### src/rtl/csa_pkg.sv
// Shared types and helpers for the carry-save accumulator controller.
package csa_pkg;

  typedef enum logic [1:0] {
    ACC = 2'd0,
    RES = 2'd1,
    OUT = 2'd2
  } csa_acc_state_e;

  localparam int CSA_CNT_W_DEF = 8;

  // Largest value a CNT_W-bit beat counter can hold before it must stop counting.
  function automatic int unsigned beat_sat(input int unsigned cnt_w);
    return (32'd1 << cnt_w) - 32'd1;
  endfunction

endpackage

### src/rtl/cmprs_4to2.sv
// One row of 4:2 compressors; cout_b depends only on a/b/c so it can feed the next bit's cin without a ripple.
module cmprs_4to2 #(
  parameter int WIDTH = 32
) (
  input  logic [WIDTH-1:0] a,
  input  logic [WIDTH-1:0] b,
  input  logic [WIDTH-1:0] c,
  input  logic [WIDTH-1:0] d,
  input  logic [WIDTH-1:0] cin,
  output logic [WIDTH-1:0] sum,
  output logic [WIDTH-1:0] cout_a,
  output logic [WIDTH-1:0] cout_b
);

  logic [WIDTH-1:0] s1;

  assign s1     = a ^ b ^ c;
  assign cout_b = (a & b) | (a & c) | (b & c);
  assign sum    = s1 ^ d ^ cin;
  assign cout_a = (s1 & d) | (s1 & cin) | (d & cin);

endmodule

### src/rtl/csa_acc_seq.sv
// Streams operand pairs into a carry-save accumulator and resolves it with one CPA after the last beat.
module csa_acc_seq
  import csa_pkg::*;
#(
  parameter int WIDTH = 32,
  parameter int CNT_W = CSA_CNT_W_DEF
) (
  input  logic             clk,
  input  logic             rst,
  input  logic             in_valid,
  output logic             in_ready,
  input  logic [WIDTH-1:0] in_a,
  input  logic [WIDTH-1:0] in_b,
  input  logic             in_last,
  output logic             out_valid,
  input  logic             out_ready,
  output logic [WIDTH-1:0] out_sum,
  output logic [CNT_W-1:0] out_beats
);

  localparam logic [CNT_W-1:0] BEAT_MAX = CNT_W'(beat_sat(CNT_W));

  csa_acc_state_e   state;
  logic [WIDTH-1:0] acc_s;
  logic [WIDTH-1:0] acc_c;
  logic [CNT_W-1:0] beat_cnt;
  logic [WIDTH-1:0] cmp_sum;
  logic [WIDTH-1:0] cout_a;
  logic [WIDTH-1:0] cout_b;
  logic [WIDTH-1:0] cin;
  logic             unused_msb;

  // Carries out of the top bit fall off the end: arithmetic is modulo 2^WIDTH.
  assign cin        = {cout_b[WIDTH-2:0], 1'b0};
  assign unused_msb = cout_a[WIDTH-1] ^ cout_b[WIDTH-1];

  cmprs_4to2 #(
    .WIDTH(WIDTH)
  ) u_row (
    .a     (acc_s),
    .b     (acc_c),
    .c     (in_a),
    .d     (in_b),
    .cin   (cin),
    .sum   (cmp_sum),
    .cout_a(cout_a),
    .cout_b(cout_b)
  );

  always_ff @(posedge clk) begin
    if (rst) begin
      state     <= ACC;
      acc_s     <= '0;
      acc_c     <= '0;
      beat_cnt  <= '0;
      in_ready  <= 1'b1;
      out_valid <= 1'b0;
      out_sum   <= '0;
      out_beats <= '0;
    end else begin
      unique case (state)
        ACC: begin
          if (in_valid && in_ready) begin
            acc_s <= cmp_sum;
            acc_c <= {cout_a[WIDTH-2:0], 1'b0};
            if (beat_cnt != BEAT_MAX) begin
              beat_cnt <= beat_cnt + CNT_W'(1);
            end
            if (in_last) begin
              state    <= RES;
              in_ready <= 1'b0;
            end
          end
        end
        // The CPA gets its own cycle so it never chains behind the compressor row.
        RES: begin
          out_sum   <= acc_s + acc_c;
          out_beats <= beat_cnt;
          out_valid <= 1'b1;
          state     <= OUT;
        end
        OUT: begin
          if (out_ready) begin
            acc_s     <= '0;
            acc_c     <= '0;
            beat_cnt  <= '0;
            out_valid <= 1'b0;
            in_ready  <= 1'b1;
            state     <= ACC;
          end
        end
        default: begin
          state     <= ACC;
          in_ready  <= 1'b1;
          out_valid <= 1'b0;
        end
      endcase
    end
  end

endmodule

### config.mk
export PLATFORM = sky130hd
export DESIGN_NAME = csa_acc_seq
export DESIGN_NICKNAME = d
export VERILOG_FILES = /design/src/rtl/csa_pkg.sv /design/src/rtl/cmprs_4to2.sv /design/src/rtl/csa_acc_seq.sv
export SDC_FILE = /design/constraint.sdc
export NUM_CORES = 1
export LEC_CHECK = 0
export ABC_AREA = 1
export ABC_CLOCK_PERIOD_IN_PS = 5520
export CORE_MARGIN = 4
export CORE_UTILIZATION = 30
export DETAILED_ROUTE_END_ITERATION = 7
export DONT_BUFFER_PORTS = 1
export HOLD_SLACK_MARGIN = 0.05
export PLACE_DENSITY = 0.46
export SYNTH_ARGS = -nofsm -noshare
export SYNTH_HDL_FRONTEND = slang
export SYNTH_SLANG_ARGS = --single-unit
### constraint.sdc
create_clock -name clk -period 5.52 [get_ports clk]
set_input_delay 1.656 -clock clk [delete_from_list [all_inputs] [get_ports clk]]
set_output_delay 1.656 -clock clk [all_outputs]
set_load 0.005 [all_outputs]
# After elaboration in Yosys (flattened, before gate mapping)
# Index checks and enable logic that the tools add are counted.
[classes]
magnitude_cmp = 0
n_mul = 0
div_mod_pow = 0
n_reduce_logical = 8
eq_ne = 7
mux = 19
addsub = 2
bitwise = 16
n_shift = 0
[op_table]
columns = ["cell", "n"]
rows = [
  ["31-bit bitwise AND", 6],
  ["32-bit case mux with 2 select lines", 2],
  ["32-bit bitwise XOR", 4],
  ["31-bit OR", 4],
  ["32-bit 2-to-1 mux", 3],
  ["32-bit adder", 1],
  ["8-bit 2-to-1 mux", 3],
  ["8-bit case mux with 2 select lines", 1],
  ["8-bit by 1-bit adder with 8-bit output (second input constant)", 1],
  ["2-bit != test (second input constant)", 4],
  ["8-bit != test (second input constant)", 1],
  ["4-bit AND reduction", 2],
  ["2-bit 2-to-1 mux", 3],
  ["1-bit case mux with 3 select lines", 2],
  ["2-bit case mux with 3 select lines", 1],
  ["3-bit AND reduction", 2],
  ["1-bit 2-to-1 mux", 4],
  ["2-bit by 1-bit equality test with 1-bit output (second input constant)", 1],
  ["2-bit equality test (second input constant)", 1],
  ["2-bit logical NOT", 1],
  ["1-bit inverter", 2],
  ["2-bit AND reduction", 1],
  ["2-bit nonzero test", 1],
  ["1-bit logical AND", 1],
]
[totals]
memories = 0
reg_bits = 116
elab_cells = 60
latchBits = 0
ramBits = 0
input_bits = 69
romBits = 0

# Longest topological paths before layout
[depth]
word_depth = 8
depth_mapped = 14

# Hierarchy
# From an unflattened synthesis, not the netlist that was laid out.
[hier_totals]
cells_unflattened = 1347
area_unflattened_um2 = 8881.0
[modules_own_cells]
columns = ["module", "cells_each", "seq_area_each_um2", "area_per_inst_um2", "n_inst"]
rows = [
  ["csa_acc_seq", 1027, 2302.2, 6638.9, 1],
  ["cmprs_4to2", 320, 0.0, 2242.2, 1],
]

# Worst setup path after synthesis
# Ideal clock, no wire load.
[synth_timing]
kind = "input to register"
start = "in in_a[30]"
end = "reg acc_s[30]"
cell_stages = 4
t_required_ns = 5.400
setup_ns = 0.120
setup_slack_ns = 2.629
arrival_ns = 2.771
cell_sequence = "fa_1 -> inv_1 -> fa_1 -> o22ai_1"
[synth_between]
elab_chain_len = 5
[synth_lines]
columns = ["item", "line", "text"]
rows = [
  ["start, declared", "csa_acc_seq.sv:12", "input logic [WIDTH-1:0] in_a,"],
  ["32-bit bitwise XOR", "cmprs_4to2.sv:17", "assign s1 = a ^ b ^ c;"],
  ["32-bit bitwise XOR (2 in a row)", "cmprs_4to2.sv:19", "assign sum = s1 ^ d ^ cin;"],
  ["32-bit 2-to-1 mux", "csa_acc_seq.sv:63", "if (in_valid && in_ready) begin"],
  ["32-bit case mux with 2 select lines", "csa_acc_seq.sv:61", "unique case (state)"],
  ["end signal, assigned", "csa_acc_seq.sv:64", "acc_s <= cmp_sum;"],
  ["end, declared", "csa_acc_seq.sv:24", "logic [WIDTH-1:0] acc_s;"],
]
# No other way between the ends. The select of a mux whose other input is x is not followed.
# A chain may end at the register's enable or synchronous reset.

# Worst setup path after layout
[layout_timing]
start = "in in_valid"
end = "reg acc_s[2]"
[layout_between]
elab_chain_len = 3
[layout_lines]
columns = ["item", "line", "text"]
rows = [
  ["start, declared", "csa_acc_seq.sv:10", "input logic in_valid,"],
  ["1-bit logical AND", "csa_acc_seq.sv:63", ""],
  ["2-bit != test (no source line)", "n/a", ""],
  ["3-bit AND reduction (no source line)", "n/a", ""],
]
# No other way between the ends.

==> metrics <==
status=finished, final reports clean; crit-path max FO=31; worst path required time=5850 ps; Via density=4.48; hold buffer count at CTS=0; Min-Delay Startpoint=acc_s[31]; Routed WL=20500 µm; Yosys top cell by area=dfxtp_1; CTS tree=done; number of synthesized flops with an enable pin=0; worst slew pin tran=745 ps; wire per inst=14.4 µm; post-CTS sizing=0; DRC viols=0; Setup Fix Bufs, Post-CTS=0; share of cells above drive strength 1=6.89%; clock buffer count from CTS=17; Post-Syn Instances=1084; Hold Fails Final Rpt=0; WHS Path Cells=2; Hold/Removal Path Class=reg -> reg; Fin Clk Skew=10.7 ps; fraction of registers with async set/reset=0%; GRT overflow=0; Worst Setup End Kind=flip-flop; IO buf count=0; Critical Path AT=3160 ps; die span in x=169 µm; Clock Latency Late Sink=420 ps; row count=58; Starting DRT DRC Count=266; Die ar.=28500 µm²; Reg2Reg Depth=6; initial antenna violation count=0; Post-Layout Cell Count=1418; Setup TNS Final=0 ps; root buf cell=clkbuf_16; global-route wire length before repair=33800 µm; vias in the first global route=6328; Starting Density=30.7%; relative slew slack=50.2%; r2r startpoint=state[0]; WS Path Type=in -> reg; TritonRoute pass-1 iters=4; reg2reg end=out_sum[12]; Reg clk slew, reported paths=60 ps; max_cap viols=0; Syn-to-layout area delta=11.7%; Syn Nets=1247; clk sinks=115; ranking of synthesized cells by area=dfxtp_1 30%, nand2_1 16%, fa_1 16%; final hold slack=491 ps; largest net degree at the start of global routing=65; detailed placer's ending HPWL=15800 µm; I/O Pins=111; Filler Cell Count=2763; core area=25300 µm²; Clock Path Buffers=2; PnR Total Power=2.86 mW; Fmax=0.352 GHz; Routed Antenna Nets=0; Leakage=4.17 nW; H-tree depth=4; Hold EP=acc_s[31]; Synth Flop Type=dfxtp_1; n_diodes=0; Die H=169 µm; Yosys Warn Count=0; final core occ=34.3%; distinct cell type count after synthesis=35; post-synth design cell area=7740 µm²; GP Congestion=0.833; flop-to-flop setup slack=3290 ps; post-synthesis sequential area ratio=29.7%; nets@finish=1238; Yosys top cell area share=29.7%; mean post-synth cell area=7.14 µm²; final slew viol count=0; dpl cells=1386; gr usage total=14.9%; Final Cycle Share=51.4%; Max VDD drop=0.215 mV; RSZ-0062 raised after global routing=false; Setup Viol. Count Final=0; Critical Path Source Type=primary input; pwr/cell area=331 nW/µm²; via count=6349; flops & latches, synth=115; Final min period=2840 ps
worst max-delay path, cell delays in order:
cell,delay (ps)
nand2_1,40
inv_1,50
nand2_1,140
nor2_4,600
buf_4,450
nand2_1,90
o31ai_1,80
through the flow:
step / worst slack [ps] / cell area, µm²
5_1_grt: 2450 / 8650
6_report: 2680 / 8650
3_3_place_gp: 2170 / 8060
3_5_place_dp: 2170 / 8060
4_1_cts: 2610 / 8650
2_1_floorplan: 2630 / 7740
cells in the mapped netlist (5+ instances only):
cell type,n
fa_1,61
ha_1,33
dfxtp_1,115
buf_2,13
nand3_1,44
nor2_2,8
nand4_1,6
o21ai_0,87
inv_1,147
xor2_1,12
nand2_2,13
nand3_2,5
nand2_1,338
clkbuf_1,18
nor2_1,105
a21oi_1,44
power breakdown:
part | leakage (nW) | internal, mW | switching, mW
sequential | 0.939 | 0.926 | 0.100
clock | 0.284 | 0.676 | 0.455
combinational | 2.95 | 0.284 | 0.419
cell usage in the layout (no fill, tap or decap), types with 2 or more instances in the layout:
master      Yosys  final
a21o_1          2      2
a21oi_1        44     44
buf_4           0      3
bufinv_16       0      2
clkbuf_16       0     17
clkinv_4        0      2
clkinvlp_4      0      3
dfxtp_1       115    115
fa_1           61     61
ha_1           33     33
inv_1         147    147
inv_2           4      4
inv_6           0      6
nand2_1       338    338
nand2_2        13     13
nand2_4         2      2
nand3_1        44     44
nand3_2         5      5
nand4_1         6      6
nor2_1        105    105
nor2_2          8      6
nor2_4          1      3
nor3_1          2      2
nor3_2          4      4
o21ai_0        87     87
o21ai_1         2      2
o21bai_1        2      2
o22ai_1         3      3
o31ai_1         2      2
xnor2_1         3      3
xor2_1         12     12
cell families (layout without fill, tap and decap cells):
group / after synthesis / after routing / synth area share (%)
flip-flops: 115 / 115 / 29.7
AND/OR/NAND/NOR: 531 / 531 / 28.5
XOR/XNOR: 15 / 15 / 1.70
adder cells (fa/ha/maj): 94 / 94 / 21.1
buffers and inverters: 183 / 187 / 9.11
AO/OA/AOI/OAI: 146 / 146 / 9.85
how the worst max path moves through the flow:
stage | slack, ps | from | depth (start not counted) | endpoint
after global placement | 2170 | in_valid | 7 | acc_s[2]
after detailed placement | 2170 | in_valid | 7 | acc_s[14]
after CTS | 2610 | in_valid | 7 | acc_s[16]
after floorplan | 2630 | in_a[30] | 4 | acc_s[30]
after global routing | 2450 | in_valid | 7 | acc_c[17]
final | 2680 | in_valid | 7 | acc_s[2]
metal layers:
| layer | share of wire [%] | track usage [%] | routed length (µm) |
|---|---|---|---|
| met5 | 0 | 0 | 0 |
| met4 | 1.3 | 4.16 | 275 |
| met3 | 5.9 | 4.44 | 1210 |
| met2 | 44 | 22.7 | 9090 |
| met1 | 48 | 20.5 | 9890 |
registers in the layout, summed over array words and instances (netlist names):
register,count
state,2
acc_s,32
beat_cnt,8
in_ready,1
acc_c,31
out_beats,8
out_valid,1
out_sum,32
area by class of cell:
type                            count  area, µm²  area share (%)
Multi-Input combinational cell    786       4750            54.9
Inverter                          152        573            6.62
Sequential cell                   115       2300            26.6
Timing Repair Buffer                3       22.5           0.260
Clock buffer                       17        425            4.92
Clock inverter                     15        169            1.95
Tap cell                          330        413            4.77
Power figures use the tool's default switching activity.
